[src/rtl/spm_port_arbiter_pkg.sv]
// spm_port_arbiter_pkg: shared strobe/rw polarities, widths and arbiter encodings
package spm_port_arbiter_pkg;
    localparam logic ENABLE_  = 1'b0;
    localparam logic DISABLE_ = 1'b1;
    localparam logic READ     = 1'b1;
    localparam logic WRITE    = 1'b0;
    localparam int   WORD_W     = 32;
    localparam int   SPM_ADDR_W = 12;
    typedef enum logic [1:0] {
        SPM_ARB_IDLE   = 2'd0,
        SPM_ARB_ACCESS = 2'd1,
        SPM_ARB_DONE   = 2'd2
    } spm_arb_state_e;
    typedef enum logic {
        SPM_OWNER_MEM = 1'b0,
        SPM_OWNER_BUS = 1'b1
    } spm_owner_e;
endpackage

[src/rtl/spm_port_arbiter.sv]
// spm_port_arbiter: shares SPM port B between MEM stage and bus master in 3-cycle transactions,
// MEM first with a starvation counter forcing a bus grant after STARVE_LIMIT losses.
module spm_port_arbiter
    import spm_port_arbiter_pkg::*;
#(
    parameter int STARVE_LIMIT = 4
) (
    input  logic                  clk,
    input  logic                  reset_,
    input  logic                  mem_as_,
    input  logic                  mem_rw,
    input  logic [SPM_ADDR_W-1:0] mem_addr,
    input  logic [WORD_W-1:0]     mem_wr_data,
    output logic [WORD_W-1:0]     mem_rd_data,
    output logic                  mem_rdy_,
    input  logic                  bus_as_,
    input  logic                  bus_rw,
    input  logic [SPM_ADDR_W-1:0] bus_addr,
    input  logic [WORD_W-1:0]     bus_wr_data,
    output logic [WORD_W-1:0]     bus_rd_data,
    output logic                  bus_rdy_,
    output logic                  spm_as_,
    output logic                  spm_rw,
    output logic [SPM_ADDR_W-1:0] spm_addr,
    output logic [WORD_W-1:0]     spm_wr_data,
    input  logic [WORD_W-1:0]     spm_rd_data
);
    localparam logic [3:0] LIMIT = 4'(STARVE_LIMIT);
    spm_arb_state_e        state;
    spm_owner_e            owner;
    logic                  cmd_rw;
    logic [SPM_ADDR_W-1:0] cmd_addr;
    logic [WORD_W-1:0]     cmd_wr_data;
    logic [3:0]            starve_cnt;
    logic                  mem_req, bus_req, bus_win, access, mem_done, bus_done;
    assign mem_req = mem_as_ == ENABLE_;
    assign bus_req = bus_as_ == ENABLE_;
    assign bus_win = bus_req && (!mem_req || starve_cnt == LIMIT);
    always_ff @(posedge clk or negedge reset_) begin
        if (!reset_) begin
            state       <= SPM_ARB_IDLE;
            owner       <= SPM_OWNER_MEM;
            cmd_rw      <= 1'b0;
            cmd_addr    <= '0;
            cmd_wr_data <= '0;
            starve_cnt  <= '0;
        end else begin
            case (state)
                SPM_ARB_IDLE: if (mem_req || bus_req) begin
                    state       <= SPM_ARB_ACCESS;
                    owner       <= bus_win ? SPM_OWNER_BUS : SPM_OWNER_MEM;
                    cmd_rw      <= bus_win ? bus_rw : mem_rw;
                    cmd_addr    <= bus_win ? bus_addr : mem_addr;
                    cmd_wr_data <= bus_win ? bus_wr_data : mem_wr_data;
                    starve_cnt  <= bus_win ? 4'd0 : bus_req ? starve_cnt + 4'd1 : starve_cnt;
                end
                SPM_ARB_ACCESS: state <= SPM_ARB_DONE;
                default:        state <= SPM_ARB_IDLE;
            endcase
        end
    end
    assign access      = state == SPM_ARB_ACCESS;
    assign mem_done    = state == SPM_ARB_DONE && owner == SPM_OWNER_MEM;
    assign bus_done    = state == SPM_ARB_DONE && owner == SPM_OWNER_BUS;
    assign spm_as_     = access ? ENABLE_ : DISABLE_;
    assign spm_rw      = access ? cmd_rw : READ;
    assign spm_addr    = access ? cmd_addr : '0;
    assign spm_wr_data = access ? cmd_wr_data : '0;
    assign mem_rdy_    = mem_done ? ENABLE_ : DISABLE_;
    assign bus_rdy_    = bus_done ? ENABLE_ : DISABLE_;
    assign mem_rd_data = mem_done ? spm_rd_data : '0;
    assign bus_rd_data = bus_done ? spm_rd_data : '0;
endmodule

[config.mk]
export PLATFORM = sky130hd
export DESIGN_NAME = spm_port_arbiter
export DESIGN_NICKNAME = d
export VERILOG_FILES = /design/src/rtl/spm_port_arbiter_pkg.sv /design/src/rtl/spm_port_arbiter.sv
export SDC_FILE = /design/constraint.sdc
export NUM_CORES = 1
export LEC_CHECK = 0
export BUFFER_PORTS_ARGS = -buffer_cell sky130_fd_sc_hd__clkbuf_2
export CAP_MARGIN = 20
export CORE_MARGIN = 5
export CORE_UTILIZATION = 43
export DETAILED_ROUTE_END_ITERATION = 16
export GPL_TIMING_DRIVEN = 0
export PLACE_DENSITY = 0.82
export SYNTH_ARGS = -nofsm -noshare
export SYNTH_HDL_FRONTEND = slang
export SYNTH_SLANG_ARGS = --single-unit
[constraint.sdc]
create_clock -name clk -period 1.9 [get_ports clk]
set_clock_uncertainty 0.1 [all_clocks]
set_input_delay 0.285 -clock clk [delete_from_list [all_inputs] [get_ports clk]]
set_output_delay 0.285 -clock clk [all_outputs]
set_load 0.05 [all_outputs]
### Word level (Yosys, flattened, before mapping)

Cells that the tools add are included.

* register bits: 52
* bits of input ports: 126

* $add $sub $neg: 1
* equality and inequality tests: 5
* multiplexer cells: 16
* bitwise logic cells: 3
* reduce and logical (&&, ||, !) cells: 8

Operators with widths (number)
* two-way mux 32 bit: 4
* two-way mux 12 bit: 2
* two-way mux 4 bit: 2
* two-way mux 1 bit: 6
* adder 4 x 1 -> 4 bit (second input constant): 1
* equality test 4 x 3 -> 1 bit (second input constant): 1
* one-hot mux 2 bit (2 select lines): 1
* logical AND 1 bit: 3
* inverter 1 bit: 3
* AND reduction 3 bit: 1
* equality test 2 x 1 -> 1 bit (second input constant): 1
* equality test 2 bit (second input constant): 1
* logical NOT 2 bit: 1
* logical OR 1 bit: 2
* two-way mux 2 bit: 1
* inequality test 2 x 1 -> 1 bit (second input constant): 1
* inequality test 2 bit (second input constant): 1
* AND reduction 2 bit: 1

### Depth between registers and ports, before layout

Gate-level depths: netlist of run 1.

* word-level depth: 5
* mapped depth: 8
* depth with buffers taken out: 5

### Worst setup path after synthesis of run 1

No wires, ideal clock.

* kind: register to output
* start: register state[0]
* end: output spm_addr[10]
* arrival time: 1.384 ns
* data required time: 1.515 ns
* setup slack: 0.131 ns
* stages on the path, launching flop included: 5
* path buffers: 2
* path through: dfrtp_1 nor2b_1 buf_2 clkbuf_1 and2_1

* cells in the longest elaborated chain, start to end: 2

RTL lines
* start: declaration: RTL line spm_port_arbiter.sv:29 `spm_arb_state_e state;`
* start signal: assignment: RTL line spm_port_arbiter.sv:41 `state <= SPM_ARB_IDLE;`
* start signal: assignment: RTL line spm_port_arbiter.sv:50 `state <= SPM_ARB_ACCESS;`
* start signal: assignment: RTL line spm_port_arbiter.sv:57 `SPM_ARB_ACCESS: state <= SPM_ARB_DONE;`
* equality test 2 x 1 -> 1 bit: RTL line spm_port_arbiter.sv:62 `assign access = state == SPM_ARB_ACCESS;`
* two-way mux 12 bit: RTL line spm_port_arbiter.sv:67 `assign spm_addr = access ? cmd_addr : '0;`
* end: declaration: RTL line spm_port_arbiter.sv:24 `output logic [SPM_ADDR_W-1:0] spm_addr,`

Every way passes these cells.

### Worst setup path in the final report of run 1

* start: register state[0]
* end: output spm_wr_data[4]

* cells in the longest elaborated chain, start to end: 2

RTL lines
* equality test 2 x 1 -> 1 bit: RTL line spm_port_arbiter.sv:62
* two-way mux 32 bit: RTL line spm_port_arbiter.sv:68 `assign spm_wr_data = access ? cmd_wr_data : '0;`
* end: declaration: RTL line spm_port_arbiter.sv:25 `output logic [WORD_W-1:0] spm_wr_data,`

Every way passes these cells.

==> results.cfg, run 1 <==
[logic_synthesis]
fraction_of_synthesized_area_in_multiplexers_pct = 0
synthesis.yosys.warnings = 0
synth_top_family_by_area = simple AND/OR/NAND/NOR gates
avgSynthCellArea_um2 = 8.64
syn_nets = 541
ys_top_cells_by_count = sky130_fd_sc_hd__and2_1 (108), sky130_fd_sc_hd__nand2_1 (91), sky130_fd_sc_hd__dfrtp_1 (52), sky130_fd_sc_hd__nand4_1 (45), sky130_fd_sc_hd__o211ai_2 (40)
synthMostInstantiatedCell = sky130_fd_sc_hd__and2_1
post_synth_inst_count = 413
async_set_or_reset_flop_fraction_in_the_synthesized_netlist_pct = 100
synth_xor_xnor_area_share_pct = 0
synth-edff-count = 0
post_synth_simple_gate_area_pct = 39.4
netlist_area_um2 = 3570
main_flop_type_after_synthesis = sky130_fd_sc_hd__dfrtp_1
synth_adder_area_share_pct = 0.701
yosysTopAreaCellShare_pct = 36.5
synth.largest_area_cell = sky130_fd_sc_hd__dfrtp_1
ys_seq_elements = 52
synth_compound_area_share_pct = 17.0
synthTopCellsByArea = sky130_fd_sc_hd__dfrtp_1 (36%), sky130_fd_sc_hd__and2_1 (19%), sky130_fd_sc_hd__o211ai_2 (14%), sky130_fd_sc_hd__nand2_1 (9.6%), sky130_fd_sc_hd__nand4_1 (7.9%)
synth_sequential_area_ratio_pct = 36.5
synth_cell_types = 33

[min_path]
hold_path.class = in2reg
hold_depth = 3

[timing]
final_worst_setup_slack_ps = -267
report.final.setup_viol = 129
grt_setup_unrepaired = true
period_needed_ps = 2170
fmax_ghz = 0.462
max-slew-margin-rel_pct = 55.2
fin_hold_ws_ps = 132
finalHoldViolations = 0
slew_worst_pin_ps = 672
timing.setup.tns_ps = -18470
timing_max_transition_violations_final = 0
min_period_over_period_pct = 114

[routing]
remaining_drc_errors = 0
firstDrtPassIters = 8
ant_nets = 0
vias = 5018
drt_wl_total_mm = 22.6
via_per_inst = 6.39
first_iter_violations = 615
detail_route.wl_per_cell_um = 28.8

[critical_path]
worst-path-stages = 6
crit_path_cell_trace = buf_4 -> nor2b_4 -> buf_12 -> clkbuf_16 -> and2_4 -> clkbuf_16
critical-path-max-stage-delay_ps = 470
critPathRequiredTime_ps = 1510
worstRegToRegCells = 6
path_max_fanout = 8
critical-path-top-delay-family = buffers and inverters
timing.critical_path.arrival_ps = 1780
cpMostUsedCell = sky130_fd_sc_hd__clkbuf_16
critPathCaptureType = output port
timing.critical_path.buf_inv = 4
setup.worst_path.start_class = flip-flop
r2r_slack_ps = -80
critical-path-slowest-cell = sky130_fd_sc_hd__dfrtp_2
criticalPathCategory = reg2out

[job]
timing.max_cap.violations = 0

[clock_tree]
numClockSinks = 52
clock_latency_ps = 300
clkSlewWorstSetupHoldPaths_ps = 100
cts_tree = yes
clock_tree.buffer_depth = 2
clockRootBuffer = sky130_fd_sc_hd__clkbuf_8
cts_max_level = 2
cts_buffers = 5

[final_layout]
nNetsFinal = 803
area.growth.synth_to_final_pct = 99.6
finalInstanceArea_um2 = 7120
drive_above_1_share_pct = 66.0
layout.filler_cells = 330

[grt]
antenna_found_initial = 3
grt_util_all_layers_pct = 35.6
first_global_vias = 4863
wire_length_of_the_first_global_routing_pass_mm = 28.2
grt_overflow_total = 0
grt_start_max_net_pins = 32

[place]
post_dp_cell_area_um2 = 4910
gp_routability_congestion = 0.926
place.detailed.hpwl_mm = 11.1
io_buffers = 237

[floorplanning]
placement_rows = 33
design.die.area_um2 = 10200
start_util_pct = 43.9
die_extent_in_y_um = 101
die_x_um = 101
placeable_core_area_um2 = 8130
ioPinCount = 238

[power]
p_per_area_nw_per_um2 = 1530
vdd_ir_drop_max_v = 0.000934
power_leakage_nw = 3.49
report.power.total_mw = 10.9

[outcome]
failed_checks = setup timing
run_status = finished with violations
==> through the flow <==
| stage | util, % | cells | worst slack (ps) |
|---|---|---|---|
| after floorplan | - | 413 | 131 |
| after global placement | 60.1 | 755 | -229 |
| after detailed placement | 60.3 | 756 | -240 |
| after CTS | 82.2 | 772 | -82.9 |
| after global routing | 87.5 | 784 | -295 |
| final | 87.6 | 785 | -267 |
==> per-layer routing <==
metal / global-route usage [%] / wire [um] / vias up
met1: 40.9 / 7290 / 2346
met5: 0 / 0 / -
met2: 59.9 / 10300 / 536
li1: - / - / 1942
met4: 22.7 / 2160 / 0
met3: 7.20 / 2810 / 194
==> state kept, by name (all words and copies together), names as in the netlist <==
signal       cells
cmd_addr        12
cmd_rw           1
cmd_wr_data     32
owner            1
starve_cnt       4
state            2
==> final cells by class <==
class	count	area (um^2)	share of cell area, %
Tap cell	105	131	1.84
Timing Repair Buffer	255	2890	40.6
Inverter	7	26.3	0.369
Antenna cell	4	10.0	0.141
Clock buffer	8	90.1	1.26
Buffer	40	353	4.95
Multi-Input combinational cell	314	2320	32.5
Sequential cell	52	1300	18.3
==> kinds of logic (layout without fill, tap and decap cells) <==
group,Yosys count,in the layout
fa+ha+maj,2,2
flops,52,52
buf+inv,47,310
compound gates,54,54
simple gates,258,258
other cells,0,4
==> worst paths after layout <==
check | from | to
min in group asynchronous | reset_ | cmd_addr[11]
worst min register to register | cmd_wr_data[26] | cmd_wr_data[26]
worst max-delay path | state[0] | spm_wr_data[4]
worst min-delay path | bus_wr_data[30] | cmd_wr_data[30]
max in group asynchronous | reset_ | state[1]
worst max register to register | state[0] | cmd_rw
==> worst reg2reg max path, stage by stage, from the launching register on <==
cell	delay, ps
sky130_fd_sc_hd__dfrtp_2	480
sky130_fd_sc_hd__buf_4	170
sky130_fd_sc_hd__a211o_1	300
sky130_fd_sc_hd__buf_2	210
sky130_fd_sc_hd__clkbuf_2	250
sky130_fd_sc_hd__nand2_1	210
sky130_fd_sc_hd__o211ai_2	130
==> cell usage in the layout (no fill, tap or decap), types with 5 or more instances in the layout <==
| master | n |
|---|---|
| sky130_fd_sc_hd__buf_6 | 14 |
| sky130_fd_sc_hd__nand4_1 | 45 |
| sky130_fd_sc_hd__clkbuf_16 | 41 |
| sky130_fd_sc_hd__buf_2 | 10 |
| sky130_fd_sc_hd__nand2_1 | 91 |
| sky130_fd_sc_hd__clkbuf_8 | 9 |
| sky130_fd_sc_hd__dfrtp_1 | 50 |
| sky130_fd_sc_hd__o211ai_1 | 5 |
| sky130_fd_sc_hd__clkbuf_1 | 6 |
| sky130_fd_sc_hd__inv_1 | 6 |
| sky130_fd_sc_hd__clkbuf_2 | 132 |
| sky130_fd_sc_hd__and2_1 | 5 |
| sky130_fd_sc_hd__buf_8 | 78 |
| sky130_fd_sc_hd__and2_4 | 104 |
| sky130_fd_sc_hd__buf_4 | 7 |
| sky130_fd_sc_hd__o211ai_2 | 40 |
==> report_power, final <==
part	internal [mW]	total, mW	switching (mW)
logic	3.61	8.16	4.55
clock network	0.299	0.668	0.369
registers	1.64	2.10	0.459
==> what timing repair did <==
item	4_1_cts	5_1_grt
setup buffers	3	6
resized for setup	346	171
endpoints found under the setup margin	124	152
hold endpoints to repair	21	0
hold buffers	1	0
gates cloned	4	3
pin swaps	23	8
Note: power is estimated with default switching activity, not from simulation.
==> run 2: changes to the inputs <==
--- a/config.mk
+++ b/config.mk
@@ -7,11 +7,13 @@
 export LEC_CHECK = 0
 export BUFFER_PORTS_ARGS = -buffer_cell sky130_fd_sc_hd__clkbuf_2
 export CAP_MARGIN = 20
+export CELL_PAD_IN_SITES_DETAIL_PLACEMENT = 0
+export CELL_PAD_IN_SITES_GLOBAL_PLACEMENT = 1
 export CORE_MARGIN = 5
-export CORE_UTILIZATION = 43
+export CORE_UTILIZATION = 29
 export DETAILED_ROUTE_END_ITERATION = 16
 export GPL_TIMING_DRIVEN = 0
-export PLACE_DENSITY = 0.82
+export PLACE_DENSITY_LB_ADDON = 0.1
 export SYNTH_ARGS = -nofsm -noshare
 export SYNTH_HDL_FRONTEND = slang
 export SYNTH_SLANG_ARGS = --single-unit
==> run 2 against run 1 <==
The flow finishes with violations (hold timing, setup timing). Non-clock buffer count shrank 9. Sequential power fell by 6%. Final cell count grew 6.4%. Global-route usage shrank 16 points. Flip-flop and latch count unchanged. Cell area shrank 5.6%. Register-to-register slack improved by 200 ps. Highest routed layer unchanged. Worst hold slack worse by 150 ps. Critical path depth fell by 1. Sequential share of layout area grew 1.1 points.
==> results.cfg, run 2 (synthesis results as in run 1) <==
[outcome]
run_status = finished with violations
failed_checks = hold timing, setup timing

[final_layout]
drive_above_1_share_pct = 63.4
most_common_cell_after_layout_fill_and_taps_aside = sky130_fd_sc_hd__clkbuf_2
diodes = 0
instances_no_fill = 835
finalInstanceArea_um2 = 6720
area.growth.synth_to_final_pct = 88.4
regMostFlops = cmd_wr_data
nNetsFinal = 794
biggestRegsByFlops = cmd_wr_data (32), cmd_addr (12), starve_cnt (4)
layout.filler_cells = 1042
largest_reg_flops = 32
most-common-layout-cells = sky130_fd_sc_hd__clkbuf_2 (134), sky130_fd_sc_hd__nand2_1 (91), sky130_fd_sc_hd__and2_4 (89), sky130_fd_sc_hd__buf_8 (87), sky130_fd_sc_hd__dfrtp_1 (50)

[job]
timing.max_cap.violations = 0

[min_path]
hold_path.class = in2async

[critical_path]
setup.worst_path.start_class = flip-flop
cpMostUsedCell = sky130_fd_sc_hd__buf_8
critical-path-max-stage-delay_ps = 450
timing.critical_path.arrival_ps = 1620
crit_path_cell_trace = nor3b_4 -> buf_6 -> buf_8 -> and2_4 -> buf_8
launch_point_of_the_worst_path = state[1]
path_max_fanout = 10
criticalPathCategory = reg2out
critPathCaptureType = output port
critical-path-slowest-cell = sky130_fd_sc_hd__dfrtp_2
critPathRequiredTime_ps = 1510
timing.critical_path.buf_inv = 3
regToRegStartpoint = state[0]
critical-path-top-delay-family = buffers and inverters

[floorplanning]
design.die.area_um2 = 14600
placeable_core_area_um2 = 12100
die_extent_in_y_um = 121
placement_rows = 40
ioPinCount = 238
start_util_pct = 29.6
die_x_um = 121

[timing]
timing_max_transition_violations_final = 0
period_needed_ps = 2000
finalHoldViolations = 13
report.final.setup_viol = 61
min_period_over_period_pct = 105
max-slew-margin-rel_pct = 48.3
fmax_ghz = 0.500
fin_hold_ws_ps = -22.4
grt_setup_unrepaired = true
final_worst_setup_slack_ps = -102
slew_worst_pin_ps = 776
timing.setup.tns_ps = -2770

[place]
place.detailed.hpwl_mm = 11.0
post_dp_cell_area_um2 = 4970
io_buffers = 237
gp_routability_congestion = 0.829
post-place-cells = 818

[routing]
vias = 4018
detail_route.wl_per_cell_um = 18.7
remaining_drc_errors = 0
drt_wl_total_mm = 15.6
firstDrtPassIters = 4
via_per_inst = 4.81
first_iter_violations = 215
ant_nets = 0

[clock_tree]
cts_buffers = 5
cts_hold_buffers = 0
cts_max_level = 2
clockRootBuffer = sky130_fd_sc_hd__clkbuf_16
numClockSinks = 52
clock_latency_ps = 290
clock_tree.buffer_depth = 2
cts_tree = yes
clkSlewWorstSetupHoldPaths_ps = 80

[grt]
grtUsageMet3_pct = 4.94
first_global_vias = 4260
wire_length_of_the_first_global_routing_pass_mm = 23.5
grt_start_max_net_pins = 53
grtUsageMet1_pct = 23.8
globalRouteMet2Util_pct = 36.9
grt_util_all_layers_pct = 20.1
gr-max-usage-layer = met2
antenna_found_initial = 0
grt_overflow_total = 0

[power]
power_leakage_nw = 3.31
vdd_ir_drop_max_v = 0.000726
p_per_area_nw_per_um2 = 1470
==> run 2: cell count changes in the layout (fill, tap and decap cells not counted), sizes merged <==
| cell | change |
|---|---|
| buf | +8 |
| clkbuf | -17 |
| clkinv | +1 |
| diode | -4 |
| dlygate4sd3 | -1 |
==> run 2: area by class of cell <==
| class | instances | area (um^2) | area share (%) |
|---|---|---|---|
| plain buffers | 40 | 337 | 5.01 |
| clock buffers | 7 | 133 | 1.97 |
| flip-flops and latches | 52 | 1300 | 19.4 |
| inverters | 7 | 26.3 | 0.391 |
| repair buffers | 246 | 2430 | 36.2 |
| multi-input cells | 314 | 2270 | 33.8 |
| well taps | 168 | 210 | 3.13 |
| clock inverters | 1 | 8.76 | 0.130 |
==> run 2: where the power goes <==
group	leakage [nW]	internal, mW	switching (mW)
clock	0.0681	0.494	0.428
combinational	2.60	3.04	3.95
sequential	0.640	1.64	0.325
total	3.31	5.18	4.70
==> run 2: what timing repair did <==
action | in CTS | in global routing
gates cloned | 2 | 1
endpoints found under the setup margin | 112 | 148
pin swaps | 10 | 14
buffers inserted | 7 | 0
gates resized for setup | 270 | 200
==> run 2: stage by stage <==
step	hold WS [ps]	power, mW	setup slack (ps)	util [%]
2_1_floorplan	-111	5.72	131	-
3_3_place_gp	362	7.02	-391	41.2
3_5_place_dp	341	7.05	-391	41.2
4_1_cts	24.7	9.19	-72.4	52.8
5_1_grt	56.3	10.4	-150	55.7
6_report	-22.4	9.88	-102	55.7
==> run 2: per-layer routing <==
metal	up-vias	share of wire, %
li1	1933	-
met1	1896	39
met2	170	51
met3	19	8.0
met4	0	2.2
met5	-	0
==> run 2: path summary, 6_finish.rpt <==
path | endpoint | slack, ps | cells after the start
max in group asynchronous | state[0] | 1150 | 1
min | cmd_wr_data[21] | -20 | 1
min in group clk | cmd_wr_data[30] | 130 | 3
max | mem_rd_data[18] | -100 | 5
max reg2reg | cmd_wr_data[6] | 120 | 6
min reg2reg | cmd_wr_data[29] | 380 | 2
